<file path="src/rtl/machine_trap_ctrl.sv">
// -----------------------------------------------------------------------------
// machine_trap_ctrl
//
// Machine-mode trap sequencer. Takes synchronous exceptions, machine-level
// interrupts and MRET from the commit stage, updates the trap CSRs
// (mepc/mcause/mtval), mstatus.MIE/MPIE/MPP and the current privilege level,
// flushes the pipeline and then hands the redirect PC to fetch over a
// valid/ready handshake.
//
// Ports
//   CLK, nRST                 clock, asynchronous active-low reset
//   ex_valid/ex_code/ex_epc/ex_tval   exception from the oldest instruction
//   mret_valid                MRET committing
//   pc_next                   next PC, saved as mepc for interrupts
//   ext_irq                   asynchronous external interrupt (synchronized)
//   timer_irq, soft_irq       synchronous level interrupts
//   csr_mtvec, csr_mie        trap vector and interrupt enables from CSR file
//   mstatus_wen/mstatus_wdata CSR write of mstatus (mie/mpie/mpp only)
//   pipe_drained              pipeline empty after flush
//   redirect_ready            fetch accepts the redirect
//   ex_accept                 one-cycle pulse when an event is taken
//   flush                     pipeline flush request
//   redirect_valid/redirect_pc redirect to fetch
//   mepc, mcause, mtval, mip  trap CSR views
//   mstatus_mie/mpie/mpp, priv machine status and current privilege
// -----------------------------------------------------------------------------
module machine_trap_ctrl #(
  parameter bit HAS_U_MODE = 1'b1
) (
  input  logic        CLK,
  input  logic        nRST,
  input  logic        ex_valid,
  input  logic [30:0] ex_code,
  input  logic [31:0] ex_epc,
  input  logic [31:0] ex_tval,
  input  logic        mret_valid,
  input  logic [31:0] pc_next,
  input  logic        ext_irq,
  input  logic        timer_irq,
  input  logic        soft_irq,
  input  logic [31:0] csr_mtvec,
  input  logic [31:0] csr_mie,
  input  logic        mstatus_wen,
  input  logic [31:0] mstatus_wdata,
  input  logic        pipe_drained,
  input  logic        redirect_ready,
  output logic        ex_accept,
  output logic        flush,
  output logic        redirect_valid,
  output logic [31:0] redirect_pc,
  output logic [31:0] mepc,
  output logic [31:0] mcause,
  output logic [31:0] mtval,
  output logic [31:0] mip,
  output logic        mstatus_mie,
  output logic        mstatus_mpie,
  output logic [1:0]  mstatus_mpp,
  output logic [1:0]  priv
);

  typedef enum logic [1:0] {
    IDLE     = 2'b00,
    DRAIN    = 2'b01,
    REDIRECT = 2'b10
  } state_t;

  localparam logic [1:0] U_MODE    = 2'b00;
  localparam logic [1:0] RSVD_MODE = 2'b10;
  localparam logic [1:0] M_MODE    = 2'b11;

  localparam logic [1:0] TVEC_VECTORED = 2'b01;

  localparam logic [4:0] CODE_MSI = 5'd3;
  localparam logic [4:0] CODE_MTI = 5'd7;
  localparam logic [4:0] CODE_MEI = 5'd11;

  // Trap entry address; reserved mtvec modes fall back to direct mode.
  function automatic logic [31:0] trap_target(input logic [31:0] tvec,
                                              input logic        is_irq,
                                              input logic [4:0]  code);
    logic [31:0] base;
    base = {tvec[31:2], 2'b00};
    case (tvec[1:0])
      TVEC_VECTORED: begin
        if (is_irq) begin
          trap_target = base + {25'd0, code, 2'b00};
        end else begin
          trap_target = base;
        end
      end
      default: trap_target = base;
    endcase
  endfunction

  // Legalize a software-written MPP: reserved encodings (and U when the
  // core has no user mode) read back as M so MRET can never enter them.
  function automatic logic [1:0] legal_mpp(input logic [1:0] v);
    case (v)
      RSVD_MODE: legal_mpp = M_MODE;
      U_MODE:    legal_mpp = HAS_U_MODE ? U_MODE : M_MODE;
      default:   legal_mpp = v;
    endcase
  endfunction

  // State and output flops
  state_t      state_q, state_d;
  logic [1:0]  ext_sync_q, ext_sync_d;
  logic        flush_q, flush_d;
  logic        redirect_valid_q, redirect_valid_d;
  logic [31:0] redirect_pc_q, redirect_pc_d;
  logic [31:0] mepc_q, mepc_d;
  logic [31:0] mcause_q, mcause_d;
  logic [31:0] mtval_q, mtval_d;
  logic        mstatus_mie_q, mstatus_mie_d;
  logic        mstatus_mpie_q, mstatus_mpie_d;
  logic [1:0]  mstatus_mpp_q, mstatus_mpp_d;
  logic [1:0]  priv_q, priv_d;

  // Combinational event selection
  logic [31:0] mip_s;
  logic [31:0] irq_pend_s;
  logic        irq_take_s;
  logic [4:0]  irq_code_s;
  logic        ev_trap_s;
  logic        ev_mret_s;
  logic        ev_wen_s;
  logic [31:0] trap_cause_s;
  logic [31:0] trap_epc_s;
  logic [31:0] trap_tval_s;
  logic [31:0] trap_target_s;

  // Only mie (3), mpie (7) and mpp (12:11) of the written mstatus are kept.
  logic unused_wdata_s;
  assign unused_wdata_s = ^{mstatus_wdata[31:13], mstatus_wdata[10:8],
                            mstatus_wdata[6:4], mstatus_wdata[2:0]};

  // Pending-interrupt view and interrupt arbitration (MEI > MSI > MTI).
  always_comb begin
    mip_s      = 32'h0000_0000;
    mip_s[11]  = ext_sync_q[1];
    mip_s[7]   = timer_irq;
    mip_s[3]   = soft_irq;
    irq_pend_s = mip_s & csr_mie;
    // Lower privilege always takes M interrupts; in M they need mstatus.MIE.
    irq_take_s = (irq_pend_s != 32'h0000_0000) &&
                 ((priv_q != M_MODE) || mstatus_mie_q);
    if (irq_pend_s[11]) begin
      irq_code_s = CODE_MEI;
    end else if (irq_pend_s[3]) begin
      irq_code_s = CODE_MSI;
    end else if (irq_pend_s[7]) begin
      irq_code_s = CODE_MTI;
    end else begin
      irq_code_s = 5'd0;
    end
  end

  // Event priority in IDLE: exception, enabled interrupt, MRET, CSR write.
  always_comb begin
    ev_trap_s     = 1'b0;
    ev_mret_s     = 1'b0;
    ev_wen_s      = 1'b0;
    trap_cause_s  = 32'h0000_0000;
    trap_epc_s    = 32'h0000_0000;
    trap_tval_s   = 32'h0000_0000;
    trap_target_s = 32'h0000_0000;
    if (state_q == IDLE) begin
      if (ex_valid) begin
        ev_trap_s     = 1'b1;
        trap_cause_s  = {1'b0, ex_code};
        trap_epc_s    = {ex_epc[31:2], 2'b00};
        trap_tval_s   = ex_tval;
        trap_target_s = trap_target(csr_mtvec, 1'b0, 5'd0);
      end else if (irq_take_s) begin
        ev_trap_s     = 1'b1;
        trap_cause_s  = {1'b1, 26'd0, irq_code_s};
        trap_epc_s    = {pc_next[31:2], 2'b00};
        trap_tval_s   = 32'h0000_0000;
        trap_target_s = trap_target(csr_mtvec, 1'b1, irq_code_s);
      end else if (mret_valid) begin
        ev_mret_s = 1'b1;
      end else if (mstatus_wen) begin
        ev_wen_s = 1'b1;
      end else begin
        ev_wen_s = 1'b0;
      end
    end else begin
      // Events are held off while a redirect is in flight.
      ev_trap_s = 1'b0;
    end
  end

  // Next-state logic for the sequencer and all architectural state.
  always_comb begin
    state_d          = state_q;
    ext_sync_d       = {ext_sync_q[0], ext_irq};
    flush_d          = flush_q;
    redirect_valid_d = redirect_valid_q;
    redirect_pc_d    = redirect_pc_q;
    mepc_d           = mepc_q;
    mcause_d         = mcause_q;
    mtval_d          = mtval_q;
    mstatus_mie_d    = mstatus_mie_q;
    mstatus_mpie_d   = mstatus_mpie_q;
    mstatus_mpp_d    = mstatus_mpp_q;
    priv_d           = priv_q;

    case (state_q)
      IDLE: begin
        if (ev_trap_s) begin
          state_d        = DRAIN;
          flush_d        = 1'b1;
          redirect_pc_d  = trap_target_s;
          mcause_d       = trap_cause_s;
          mepc_d         = trap_epc_s;
          mtval_d        = trap_tval_s;
          mstatus_mpie_d = mstatus_mie_q;
          mstatus_mie_d  = 1'b0;
          mstatus_mpp_d  = priv_q;
          priv_d         = M_MODE;
        end else if (ev_mret_s) begin
          state_d        = DRAIN;
          flush_d        = 1'b1;
          redirect_pc_d  = mepc_q;
          mstatus_mie_d  = mstatus_mpie_q;
          mstatus_mpie_d = 1'b1;
          priv_d         = mstatus_mpp_q;
          mstatus_mpp_d  = HAS_U_MODE ? U_MODE : M_MODE;
        end else if (ev_wen_s) begin
          mstatus_mie_d  = mstatus_wdata[3];
          mstatus_mpie_d = mstatus_wdata[7];
          mstatus_mpp_d  = legal_mpp(mstatus_wdata[12:11]);
        end else begin
          state_d = IDLE;
        end
      end
      DRAIN: begin
        if (pipe_drained) begin
          state_d          = REDIRECT;
          flush_d          = 1'b0;
          redirect_valid_d = 1'b1;
        end else begin
          state_d = DRAIN;
        end
      end
      REDIRECT: begin
        if (redirect_ready) begin
          state_d          = IDLE;
          redirect_valid_d = 1'b0;
        end else begin
          state_d = REDIRECT;
        end
      end
      default: begin
        state_d          = IDLE;
        flush_d          = 1'b0;
        redirect_valid_d = 1'b0;
      end
    endcase
  end

  // Sequencer, synchronizer and CSR registers.
  always_ff @(posedge CLK or negedge nRST) begin
    if (!nRST) begin
      state_q          <= IDLE;
      ext_sync_q       <= 2'b00;
      flush_q          <= 1'b0;
      redirect_valid_q <= 1'b0;
      redirect_pc_q    <= 32'h0000_0000;
      mepc_q           <= 32'h0000_0000;
      mcause_q         <= 32'h0000_0000;
      mtval_q          <= 32'h0000_0000;
      mstatus_mie_q    <= 1'b0;
      mstatus_mpie_q   <= 1'b0;
      mstatus_mpp_q    <= M_MODE;
      priv_q           <= M_MODE;
    end else begin
      state_q          <= state_d;
      ext_sync_q       <= ext_sync_d;
      flush_q          <= flush_d;
      redirect_valid_q <= redirect_valid_d;
      redirect_pc_q    <= redirect_pc_d;
      mepc_q           <= mepc_d;
      mcause_q         <= mcause_d;
      mtval_q          <= mtval_d;
      mstatus_mie_q    <= mstatus_mie_d;
      mstatus_mpie_q   <= mstatus_mpie_d;
      mstatus_mpp_q    <= mstatus_mpp_d;
      priv_q           <= priv_d;
    end
  end

  assign ex_accept      = ev_trap_s | ev_mret_s;
  assign flush          = flush_q;
  assign redirect_valid = redirect_valid_q;
  assign redirect_pc    = redirect_pc_q;
  assign mepc           = mepc_q;
  assign mcause         = mcause_q;
  assign mtval          = mtval_q;
  assign mip            = mip_s;
  assign mstatus_mie    = mstatus_mie_q;
  assign mstatus_mpie   = mstatus_mpie_q;
  assign mstatus_mpp    = mstatus_mpp_q;
  assign priv           = priv_q;

endmodule

</file>
<file path="config.mk">
export PLATFORM = sky130hd
export DESIGN_NAME = machine_trap_ctrl
export DESIGN_NICKNAME = d
export VERILOG_FILES = /design/src/rtl/machine_trap_ctrl.sv
export SDC_FILE = /design/constraint.sdc
export NUM_CORES = 1
export LEC_CHECK = 0
export BUFFER_PORTS_ARGS = -buffer_cell sky130_fd_sc_hd__clkbuf_2
export CORE_AREA = 2 2 157 159
export CTS_BUF_LIST = sky130_fd_sc_hd__clkbuf_4 sky130_fd_sc_hd__clkbuf_8
export DETAILED_ROUTE_END_ITERATION = 7
export DIE_AREA = 0 0 159 161
export PLACE_DENSITY = 0.65
export RECOVER_POWER = 100
export SLEW_MARGIN = 20
export SYNTH_ARGS = -nofsm -noshare
export SYNTH_HDL_FRONTEND = slang
export SYNTH_SLANG_ARGS = --single-unit
</file>
<file path="constraint.sdc">
create_clock -name CLK -period 2.55 [get_ports CLK]
set_input_delay 0.255 -clock CLK [delete_from_list [all_inputs] [get_ports CLK]]
set_output_delay 0.255 -clock CLK [all_outputs]
set_load 0.01 [all_outputs]
</file>
==> qor.yml <==
ys_types: 52
initial_core_util_pct: 26.1
cp.arrival_ps: 2890
cts_sinks: 136
ys_seq_area_share_pct: 54.4
grt_pass1_wl_um: 32900
wirelength_um: 21300
cp_slowest_cell: "fa_2"
required_ps: 2870
fin_skew_ps: 17.3
core_mm2: 0.0240
grt_antenna_before_repair: 0
rows: 57
grt-ovfl-total: 0
critPathKind: "reg2reg"
async_flop_share_pct: 100
min_delay_path_depth: 2
area_growth_pct: 45.2
grt_pass1_vias: 6030
hp-class: "in2reg"
pre_cts_ws_ps: -246
dieArea_mm2: 0.0256
yosysWarnings: 0
p_total_mw: 10.2
cts_max_level: 4
reg2reg_depth: 11
ys_ff_latch: 136
relSlewSlack_pct: 8.42
placed_cells: 1198
drive_above_1_share_pct: 28.7
insertion_delay_ps: 440
ir_worst_vdd_v: 0.000533
nNetsFinal: 1179
max_freq_mhz: 389
critPathTopFamily: "compound AO/OA/AOI/OAI gates"
finalCritPeriodShare_pct: 101
cts_tree: "done"
path_buf_inv: 2
netlist.area_leader.share_pct: 52.7
yosysMostFrequentCell: "dfrtp_1"
worst_pin_slew_ps: 1370
crit_path_start_kind: "flip-flop"
firstDrtPassIters: 6
maxCapViolations: 0
grt_usage_pct: 16.2
crit_cells: 11
die_h_um: 161
setup_viol: 2
numCtsBuffers: 17
synth_top_area_cell: "dfrtp_1"
netlist_area_mm2: 0.00626
ant_nets: 0
final_util_pct: 38.0
via_count: 6031
clkTransAtPathRegs_ps: 100
drc: 0
power-per-cell-area_mw_per_mm2: 1120
synth_area_leaders: "dfrtp_1 53%, a22o_1 8.4%, a222oi_1 5.1%"
violations: "negative setup slack"
postSynthAreaPerCell_um2: 10.9
fp.dieW_um: 159
hpwl_um: 15000
wl_per_cell_um: 16.6
outcome: "finished with violations"
cts_buffer_depth: 2
path_cells: "a222oi_1, buf_4, inv_4, ha_4, fa_2, a31oi_4, o31ai_4, nand4_1, nor2_1, xnor2_1, o21ai_1"
power_leakage_nw: 4.25
placed_area_mm2: 0.00826
setup_ws_ps: -18.9
fin_cells: 1279
num_antenna_cells: 0
synthCells: 575
rsz0062_at_grt: "yes"
numPortBuffers: 307
synth-main-ff-cell: "dfrtp_1"
root_buffer: "clkbuf_8"
min_period_ps: 2570
crit_fanout: 6
viasPerCell: 4.72
synthTopCellsByCount: "132 x dfrtp_1, 60 x a22o_1, 41 x nand2_1, 36 x buf_4, 35 x o21ai_0"
gp_congestion: 0.798
nFillCells: 2467
grt_max_degree: 71
drv_slew: 0
fin_area_mm2: 0.00909
crit_path_max_incr_delay_ps: 400
io_pins: 402
synth-edff-count: 0
drtIter0Drc: 469
timing_hold_violations_final: 0
cp-end-kind: "flip-flop"
-- layout by cell type (no fill, tap or decap), types with 3 or more instances in the layout --
cell           Yosys  layout
clkbuf_8           0      17
a222oi_1          32      32
xor2_1             9       8
clkbuf_2           1     178
inv_1             33      32
buf_4             36      29
nand3_1           14      14
and2_1             5       4
nand2_1           41      40
conb_1             1      33
a21oi_1            5       4
dlygate4sd3_1      0      42
clkbuf_1          19     132
nand4_1            9       9
a22oi_1           27      27
nor2_1            28      27
xnor2_1           18      18
inv_6              0       6
o21ai_1            3      11
buf_12             0       5
o21ai_0           35      25
inv_8              0       4
clkinvlp_4         0       4
dfrtp_1          132     132
nor3_2             0       3
a22o_1            60      60
and3b_1            3       3
-- cells by family after synthesis --
kind of cell,count (synthesis),synth area share [%]
AND/OR/NAND/NOR,123,9.79
buffers and inverters,105,8.75
AO/OA/AOI/OAI,179,22.3
flip-flops,136,54.4
XOR/XNOR,27,3.78
adder cells (fa/ha/maj),4,0.919
other,1,0.0599
-- repair_timing --
item | in CTS | in global routing
endpoints found under the setup margin | 19 | 26
resized for setup | 12 | 21
endpoints found under the hold margin | 86 | 8
setup buffers | 3 | 4
pin swaps | 5 | 19
hold buffers | 34 | 8
-- report_power, final --
part	internal [mW]	switching [mW]	total, mW
combinational	1.88	2.58	4.47
clock	0.915	1.02	1.93
sequential	3.17	0.641	3.81
-- layout make-up --
type	count	area, um2	share of cell area (%)
tap	324	405	4.46
sequential	136	3410	37.5
multi-input combinational	366	2600	28.6
inverter	34	134	1.47
clock buffer	17	234	2.57
clock inverter	15	180	1.98
timing repair buffer	387	2130	23.4
-- routing by layer --
layer / wire, um / up-vias / global-route usage, % / part of all wire (%)
met1: 9340 / 2943 / 20.5 / 44
met5: 0 / - / 0 / 0
met2: 10300 / 269 / 27.6 / 48
met4: 271 / 0 / 4.63 / 1.3
met3: 1360 / 17 / 4.19 / 6.4
li1: - / 2802 / - / -
-- state kept, by name, indices dropped and copies added, names as in the netlist --
signal and cells:
mstatus_mie 1, mtval 32, mstatus_mpie 1, redirect_valid 1, ext_sync_q 2, priv 2, state_q 2, mstatus_mpp 2
mepc 30, flush 1, mcause 32, redirect_pc 30
-- worst paths after layout --
kind	startpoint	end	slack (ps)
max	ext_sync_q[1]	redirect_pc[26]	-20
min	ex_tval[18]	mtval[18]	40
max reg2reg	ext_sync_q[1]	redirect_pc[26]	-20
min reg2reg	ext_sync_q[0]	ext_sync_q[1]	370
max in group asynchronous	nRST	redirect_pc[6]	380
min in group asynchronous	nRST	mcause[26]	700
-- stage by stage --
stage               hold WS [ps]  TNS (ps)
finish                      35.7     -27.6
global route              0.0517     -1260
CTS                        0.143     -4.86
detailed placement           253     -2540
global placement             252     -1350
floorplan                  -40.6      -177
(Power assumes the default switching activity.)
